[src/rtl/bullet_engine.sv]
// Single-bullet engine: spawns from the tank on a fire edge and steps once per frame.
// Each step checks the destination tile, then moves, despawns or reports a wall/base hit.
module bullet_engine #(
  parameter int SPEED    = 4,
  parameter int COOLDOWN = 8
) (
  input  logic       Clk,
  input  logic       Reset_n,
  input  logic       frame_tick,
  input  logic       fire,
  input  logic [9:0] TankX,
  input  logic [9:0] TankY,
  input  logic [1:0] TankDir,
  output logic [8:0] tile_addr,
  input  logic [2:0] tile_data,
  output logic [9:0] BulletX,
  output logic [9:0] BulletY,
  output logic       bullet_active,
  output logic       wall_hit,
  output logic [8:0] wall_hit_addr,
  output logic [1:0] base_hit
);

  typedef enum logic [2:0] {IDLE, FLY, LOOKUP, WAIT, CHECK} state_t;

  localparam logic signed [10:0] SPD  = 11'(SPEED);
  localparam logic [7:0]         COOL = 8'(COOLDOWN);

  function automatic logic off_screen(input logic signed [10:0] x, input logic signed [10:0] y);
    return (x < 0) || (x > 11'sd639) || (y < 0) || (y > 11'sd479);
  endfunction

  function automatic logic [8:0] tile_index(input logic [3:0] row, input logic [4:0] col);
    return 9'(row) * 9'd20 + 9'(col);
  endfunction

  state_t      state_q, state_d;
  logic [1:0]  dir_q, dir_d;
  logic [9:0]  bx_q, bx_d, by_q, by_d;
  logic [9:0]  nx_q, nx_d, ny_q, ny_d;
  logic [8:0]  addr_q, addr_d;
  logic [2:0]  tile_q, tile_d;
  logic        act_q, act_d;
  logic        wall_q, wall_d;
  logic [8:0]  waddr_q, waddr_d;
  logic [1:0]  base_q, base_d;
  logic [7:0]  cool_q, cool_d;
  logic        pend_q, pend_d;
  logic        fire_prev_q, fire_prev_d;
  logic        arm_q, arm_d;

  logic signed [10:0] cx, cy, nx_s, ny_s;
  logic [9:0]         sx, sy;
  logic               fire_edge, despawn;

  // arm_q blocks a fire level already held when reset released
  assign fire_edge = fire & ~fire_prev_q & arm_q;

  always_comb begin
    cx   = signed'({1'b0, bx_q});
    cy   = signed'({1'b0, by_q});
    nx_s = cx;
    ny_s = cy;
    sx   = TankX;
    sy   = TankY;
    case (dir_q)
      2'd0:    ny_s = cy - SPD;
      2'd1:    nx_s = cx + SPD;
      2'd2:    ny_s = cy + SPD;
      default: nx_s = cx - SPD;
    endcase
    case (TankDir)
      2'd0:    sy = TankY - 10'd16;
      2'd1:    sx = TankX + 10'd16;
      2'd2:    sy = TankY + 10'd16;
      default: sx = TankX - 10'd16;
    endcase
  end

  always_comb begin
    state_d     = state_q;
    dir_d       = dir_q;
    bx_d        = bx_q;
    by_d        = by_q;
    nx_d        = nx_q;
    ny_d        = ny_q;
    addr_d      = addr_q;
    tile_d      = tile_q;
    act_d       = act_q;
    wall_d      = 1'b0;
    waddr_d     = waddr_q;
    base_d      = 2'b00;
    pend_d      = pend_q;
    fire_prev_d = fire;
    arm_d       = arm_q | ~fire;
    cool_d      = (frame_tick && cool_q != 8'd0) ? cool_q - 8'd1 : cool_q;
    despawn     = 1'b0;
    unique case (state_q)
      IDLE: begin
        if (frame_tick && pend_q) begin
          dir_d   = TankDir;
          bx_d    = sx;
          by_d    = sy;
          act_d   = 1'b1;
          pend_d  = 1'b0;
          state_d = FLY;
        end else if (fire_edge && cool_q == 8'd0) begin
          pend_d = 1'b1;
        end
      end
      FLY: begin
        if (frame_tick) begin
          if (off_screen(nx_s, ny_s)) begin
            despawn = 1'b1;
          end else begin
            nx_d    = nx_s[9:0];
            ny_d    = ny_s[9:0];
            addr_d  = tile_index(ny_s[8:5], nx_s[9:5]);
            state_d = LOOKUP;
          end
        end
      end
      LOOKUP: state_d = WAIT;
      WAIT: begin
        tile_d  = tile_data;
        state_d = CHECK;
      end
      CHECK: begin
        case (tile_q)
          3'd0: begin
            bx_d    = nx_q;
            by_d    = ny_q;
            state_d = FLY;
          end
          3'd2: begin
            wall_d  = 1'b1;
            waddr_d = addr_q;
            despawn = 1'b1;
          end
          3'd3: begin
            base_d  = 2'b01;
            despawn = 1'b1;
          end
          3'd4: begin
            base_d  = 2'b10;
            despawn = 1'b1;
          end
          default: despawn = 1'b1;
        endcase
      end
      default: state_d = IDLE;
    endcase
    if (despawn) begin
      act_d   = 1'b0;
      cool_d  = COOL;
      state_d = IDLE;
    end
  end

  always_ff @(posedge Clk or negedge Reset_n) begin
    if (!Reset_n) begin
      state_q     <= IDLE;
      dir_q       <= 2'd0;
      bx_q        <= 10'd0;
      by_q        <= 10'd0;
      nx_q        <= 10'd0;
      ny_q        <= 10'd0;
      addr_q      <= 9'd0;
      tile_q      <= 3'd0;
      act_q       <= 1'b0;
      wall_q      <= 1'b0;
      waddr_q     <= 9'd0;
      base_q      <= 2'b00;
      cool_q      <= 8'd0;
      pend_q      <= 1'b0;
      fire_prev_q <= 1'b0;
      arm_q       <= 1'b0;
    end else begin
      state_q     <= state_d;
      dir_q       <= dir_d;
      bx_q        <= bx_d;
      by_q        <= by_d;
      nx_q        <= nx_d;
      ny_q        <= ny_d;
      addr_q      <= addr_d;
      tile_q      <= tile_d;
      act_q       <= act_d;
      wall_q      <= wall_d;
      waddr_q     <= waddr_d;
      base_q      <= base_d;
      cool_q      <= cool_d;
      pend_q      <= pend_d;
      fire_prev_q <= fire_prev_d;
      arm_q       <= arm_d;
    end
  end

  assign tile_addr     = addr_q;
  assign BulletX       = bx_q;
  assign BulletY       = by_q;
  assign bullet_active = act_q;
  assign wall_hit      = wall_q;
  assign wall_hit_addr = waddr_q;
  assign base_hit      = base_q;

endmodule

[config.mk]
export PLATFORM = sky130hd
export DESIGN_NAME = bullet_engine
export DESIGN_NICKNAME = d
export VERILOG_FILES = /design/src/rtl/bullet_engine.sv
export SDC_FILE = /design/constraint.sdc
export NUM_CORES = 1
export LEC_CHECK = 0
export CAP_MARGIN = 5
export CORE_MARGIN = 2
export CORE_UTILIZATION = 55
export CTS_CLUSTER_SIZE = 14
export DETAILED_ROUTE_END_ITERATION = 10
export GPL_ROUTABILITY_DRIVEN = 0
export PLACE_DENSITY = 0.8
export SETUP_SLACK_MARGIN = 0.1
export SYNTH_ARGS = -nofsm -noshare
export SYNTH_HDL_FRONTEND = slang
export SYNTH_SLANG_ARGS = --single-unit
export TNS_END_PERCENT = 1
[constraint.sdc]
create_clock -name Clk -period 5.1 [get_ports Clk]
set_input_delay 1.02 -clock Clk [delete_from_list [all_inputs] [get_ports Clk]]
set_output_delay 1.02 -clock Clk [all_outputs]
set_load 0.01 [all_outputs]
* Yosys cells after proc, flatten, opt, wreduce, memory -nomap -nowiden
Index checks and enable logic that the tools add are counted.
Word-level totals: register bits 81, bits of input ports 29, word-level logic and storage cells 111
Cells by class: add/sub/neg operators 10, multiply operators 1, $lt $le $gt $ge 4, equal/unequal tests 17, multiplexer cells 31, bitwise operators 6, reductions and logical operators 26
Operators by type and width (number):
- $pmux W10 S2 | 4
- $pmux W11 S2 | 2
- $mux W10 | 4
- $add A10 B3 Y11 const B | 2
- $lt A11 B1 Y1 const B | 2
- $sub A10 B3 Y11 const B | 2
- $add A10 B5 Y10 const B | 2
- $sub A10 B5 Y10 const B | 2
- $mux W8 | 2
- $mux W3 | 5
- $pmux W3 S5 | 1
- $eq A3 B2 Y1 const B | 4
- $ne A3 B3 Y1 const B | 4
- $gt A11 B10 Y1 const B | 1
- $gt A11 B11 Y1 const B | 1
- $mux W1 | 10
- $reduce_bool A2 Y1 | 5
- $add A9 B5 Y9 | 1
- $logic_not A8 Y1 | 1
- $reduce_and A2 Y1 | 4
- $reduce_bool A8 Y1 | 1
- $sub A8 B1 Y8 const B | 1
- $mul A4 B3 Y7 const B | 1
- $eq A3 B3 Y1 const B | 2
- other kinds (17) | 31

* Logic depth before layout (Yosys ltp)
depth in word-level cells 12, depth in mapped cells 18, gate-level depth less buffers 16

* Worst setup path before layout
Ideal clock, no wire load.
kind register to register, start point register dir_q[0], end point register addr_q[7] (netlist: tile_addr[7]), library setup time 0.125 ns, arrival 3.923 ns, data required time 4.975 ns, setup slack 1.052 ns, cell stages (with the launch flop) 17, period minus slack after synthesis 4.048 ns, cells stage by stage dfrtp_1 -> clkbuf_1 -> clkbuf_1 -> buf_1 -> nand2b_1 -> ha_1 -> and2_4 -> a221oi_2 -> a211oi_1 -> a211o_1 -> ha_1 -> a21o_1 -> a21oi_1 -> nor3b_1 -> xor2_1 -> xnor2_1 -> mux2_4
Between the ends: word-level cells in the longest chain between the ends 9
RTL lines:
- start, declared | line 38 | logic [1:0] dir_q, dir_d;
- start signal, assigned | line 180 | dir_q <= dir_d;
- $eq A2 B2 Y1 or $logic_not A2 Y1 (tied branches) | line 66 | case (dir_q)
- $reduce_or A2 Y1 (no source line)
- $pmux W11 S2 * | line 66
- via nx_s[8] | line 52 | logic signed [10:0] cx, cy, nx_s, ny_s;
- $lt A11 B1 Y1 or $gt A11 B11 Y1 (tied branches) | line 30 | return (x < 0) || (x > 11'sd639) || (y < 0) || (y > 11'sd479);
- $logic_or A1 B1 Y1 (3 in a row) | line 30
- $not A1 Y1 (no source line)
- $reduce_and A3 Y1 (no source line)
- end signal, assigned | line 185 | addr_q <= addr_d;
- end, declared | line 41 | logic [8:0] addr_q, addr_d;
The timed path passes the listed nets; every way through them passes the cells marked *. A chain may end at the register's enable or synchronous reset.

* Worst setup path in the final report
start point register dir_q[0], end point register addr_q[7] (netlist: tile_addr[7])
RTL lines (line):
- $eq A2 B2 Y1 or $logic_not A2 Y1 (tied branches) | 66
- $pmux W11 S2 * | 66
- via ny_s[8] | 52
- parallel branches: the longest is 5 deep, another holds $add A9 B5 Y9
Mark *: on every way through the listed nets, which the timed path passes.

==> metrics <==
Slew Limit Headroom 26.9%; Worst path slowest cell sky130_fd_sc_hd__dfrtp_1; clock tree root driver cell sky130_fd_sc_hd__clkbuf_8; first-pass detailed-route iteration total 5; fraction of power consumed by the clock network 10.1%; Clock H-tree levels 3; CP arrival 4.90 ns; net total in the final layout 645; cell count of the worst hold path 2; residual antenna-violating net count after detailed routing 0; die area 9940 µm²; sort of element at the start of the critical path flip-flop; initial core utilization 57.2%; Sequential Power Share 24.8%; sequential fraction of the synthesis area 39.3%; clock insertion delay at the later pin of the skew report 0.37 ns; count of yosys warnings during synthesis 0; Setup crit end kind flip-flop; worst min-delay path class flip-flop to flip-flop; maximum fanout encountered on the critical timing path 13; Hold Violations, Final 0; CP most frequent cell sky130_fd_sc_hd__inv_1; Lkg Pwr 0.00277 µW; number of cell rows 34; post-synth cell types 58; Die Span X 99.7 µm; wire length of the first global-routing pass 18900 µm; Post-Synthesis Mean Instance Area 9.72 µm²; number of register bits inferred by synthesis 79; GRT Resource Usage Total 24.0%; area after detailed placement 5750 µm²; final worst-path cycle share 91.1%; share of post-route cells with drive strength above 1 11.3%; f_max 215 MHz; net switching power of the design 2010 µW; Max Root-Sink Buffers 2; multi-input combinational cell area 2830 µm²; delay contributed by the slowest stage of the critical path 0.61 ns; max-capacitance violation count 0; post-route design area 5930 µm²; initial antenna violation count 0; worst r2r path cells 16; violation count after the first detailed-route iteration 142; cell area power density 756 nW/µm²; data required time at the worst endpoint 5.36 ns; # fillers 693; half-perimeter wire length of the detailed placement result 8220 µm; top cell type's share of synthesized area 39.3%; worst-margin pin slew 1.10 ns; core area 8810 µm²; hold buffer count at cts 0; final critical delay including setup and external delays 4.64 ns; peak ir drop on the vdd network 0.374 mV; Cell Int Power 2480 µW; switching share of power 44.8%; fraction of registers with async set or reset after synthesis 100%; launch point of the worst hold path wall_hit_addr[2]; overall die height 99.7 µm; run status finished clean; number of remaining DRC errors 0; clock tree from TritonCTS done; count of pins on the block boundary 71; Avg WL per Cell 16.1 µm; Num CTS Buffers 9; number of flops mapped to enable cells by yosys 0; largest net degree at the start of global routing 80; most common cell after layout, fill and taps aside sky130_fd_sc_hd__nand2_1; final slew viol count 0; overall via count from detail_route 3933; Final TNS setup 0 ns; RSZ-0062 raised after global routing no; IO Port Bufs 70; leading cell types by total area after synthesis sky130_fd_sc_hd__dfrtp_1 39%, sky130_fd_sc_hd__ha_1 7.7%, sky130_fd_sc_hd__nand2_1 6.1%; layout-stage area growth over the synthesis result 17.8%; number of standard cells after synthesis 518; startpoint of the most critical register-to-register path dir_q[0]; Congestion Overflow GR 0; number of cells upsized or downsized after cts 0; Setup Viol. Count Final 0; leading cell types in the layout, fill and taps excluded 82 x sky130_fd_sc_hd__nand2_1, 79 x sky130_fd_sc_hd__dfrtp_1, 69 x sky130_fd_sc_hd__clkdlybuf4s50_1; Setup CP Type flip-flop to flip-flop; Detailed Route WL 11100 µm; Post CTS Setup Buffer Count 0; synthesized net count 584; setup skew after layout 0.0108 ns; cells along the critical path inv_1, nand2_1, inv_1, fa_1, nor2b_1, o31a_1, nor3_1, o31ai_4, ha_1, ha_1, inv_1, fa_1, nor3b_1, xor2_1, xnor2_1, mux2_4; number of global-route vias before repair 3929; clock-pin slew of the registers on the worst-case setup and hold paths 0.10 ns; cell type contributing the most total cell area after synthesis sky130_fd_sc_hd__dfrtp_1; launch point of the critical path dir_q[0]; cell area after synthesis 5040 µm²; area of all sequential standard cells 1980 µm²; number of antenna diodes 0; CTS sink count 79; combinational fraction of design power 65.1%; main flop type after synthesis sky130_fd_sc_hd__dfrtp_1; vias per cell 5.68
layer usage:
| layer | global-route usage [%] | wire length, µm | vias to the layer above | share of wire (%) |
|---|---|---|---|---|
| li1 | - | - | 1903 | - |
| met1 | 32.7 | 5080 | 1926 | 46 |
| met2 | 38.8 | 5380 | 86 | 48 |
| met3 | 4.08 | 463 | 18 | 4.2 |
| met4 | 8.64 | 220 | 0 | 2.0 |
| met5 | 0 | 0 | - | 0 |
synth_stat cells, types with 2 or more instances:
| library cell | count |
|---|---|
| sky130_fd_sc_hd__nand3_1 | 6 |
| sky130_fd_sc_hd__and3_1 | 4 |
| sky130_fd_sc_hd__nor4_1 | 2 |
| sky130_fd_sc_hd__fa_1 | 6 |
| sky130_fd_sc_hd__nand3b_1 | 4 |
| sky130_fd_sc_hd__mux2i_1 | 7 |
| sky130_fd_sc_hd__xnor2_1 | 19 |
| sky130_fd_sc_hd__o211ai_1 | 4 |
| sky130_fd_sc_hd__nor2b_1 | 4 |
| sky130_fd_sc_hd__dfrtp_1 | 79 |
| sky130_fd_sc_hd__ha_1 | 31 |
| sky130_fd_sc_hd__inv_1 | 20 |
| sky130_fd_sc_hd__nand2b_1 | 7 |
| sky130_fd_sc_hd__mux2_4 | 20 |
| sky130_fd_sc_hd__a31oi_1 | 11 |
| sky130_fd_sc_hd__a211oi_1 | 3 |
| sky130_fd_sc_hd__buf_4 | 6 |
| sky130_fd_sc_hd__o21a_1 | 5 |
| sky130_fd_sc_hd__xor2_1 | 13 |
| sky130_fd_sc_hd__o21ai_0 | 20 |
| sky130_fd_sc_hd__o31a_1 | 2 |
| sky130_fd_sc_hd__a211oi_2 | 2 |
| sky130_fd_sc_hd__mux2_2 | 16 |
| sky130_fd_sc_hd__clkbuf_1 | 13 |
| sky130_fd_sc_hd__buf_12 | 2 |
| sky130_fd_sc_hd__nor3_1 | 5 |
| sky130_fd_sc_hd__a41o_1 | 2 |
| sky130_fd_sc_hd__buf_1 | 2 |
| sky130_fd_sc_hd__a21oi_1 | 30 |
| sky130_fd_sc_hd__nor2_1 | 54 |
| sky130_fd_sc_hd__nor3b_1 | 2 |
| sky130_fd_sc_hd__a21o_1 | 9 |
| sky130_fd_sc_hd__o21bai_1 | 2 |
| sky130_fd_sc_hd__nand2_1 | 82 |
path summary, 6_finish.rpt:
path,slack (ns),endpoint
min in group asynchronous,0.79,BulletX[1]
worst max-delay path,0.46,tile_addr[7]
worst max register to register,0.46,tile_addr[7]
worst min-delay path,0.49,wall_hit_addr[2]
max in group asynchronous,3.68,tile_addr[7]
worst min register to register,0.49,wall_hit_addr[2]
per-stage QoR:
step	instances	util [%]	hold slack (ns)	setup slack, ns	total power, µW
6_report	692	67.4	0.486	0.456	4490
5_1_grt	692	67.4	0.512	0.157	4870
4_1_cts	692	67.4	0.490	0.552	4500
3_5_place_dp	676	65.3	0.468	0.574	4030
3_3_place_gp	676	65.3	0.451	0.880	3880
2_1_floorplan	518	-	0.435	1.05	3230
registers in the layout (all words and copies together), names as in the netlist:
signal         count
BulletX           10
BulletY           10
arm_q              1
base_hit           2
bullet_active      1
cool_q             8
dir_q              2
fire_prev_q        1
nx_q              10
ny_q              10
pend_q             1
state_q            3
tile_addr          7
tile_q             3
wall_hit           1
wall_hit_addr      9
power groups by stage:
stage / registers (µW) / clock network [µW] / logic [µW]
3_5_place_dp: 1130 / 0 / 2910
3_3_place_gp: 1110 / 0 / 2760
2_1_floorplan: 1090 / 0 / 2140
5_1_grt: 1150 / 486 / 3230
4_1_cts: 1110 / 461 / 2930
6_report: 1110 / 452 / 2920
critical path, delay by kind of cell (launching register included):
family	cells	cell delay (ns)
fa+ha+maj	4	1.42
simple gates	4	0.87
flops	1	0.61
compound gates	2	0.56
buf+inv	3	0.44
xor+xnor	2	0.36
mux	1	0.27
cell families (layout without fill, tap and decap cells):
logic type | count (synthesis) | after routing | synth area share (%)
buffers and inverters | 45 | 111 | 4.60
AO/OA/AOI/OAI | 102 | 102 | 13.8
XOR/XNOR | 32 | 32 | 5.57
flip-flops | 79 | 79 | 39.3
adder cells (fa/ha/maj) | 37 | 37 | 10.1
AND/OR/NAND/NOR | 180 | 180 | 15.8
multiplexers | 43 | 43 | 10.9
layout make-up:
| cell class | instances | area share (%) |
|---|---|---|
| Multi-Input combinational cell | 394 | 47.7 |
| Sequential cell | 79 | 33.3 |
| Timing Repair Buffer | 74 | 12.3 |
| Tap cell | 108 | 2.28 |
| Clock buffer | 9 | 2.09 |
| Inverter | 21 | 1.33 |
| Clock inverter | 7 | 1.05 |
Power figures use the tool's default switching activity.
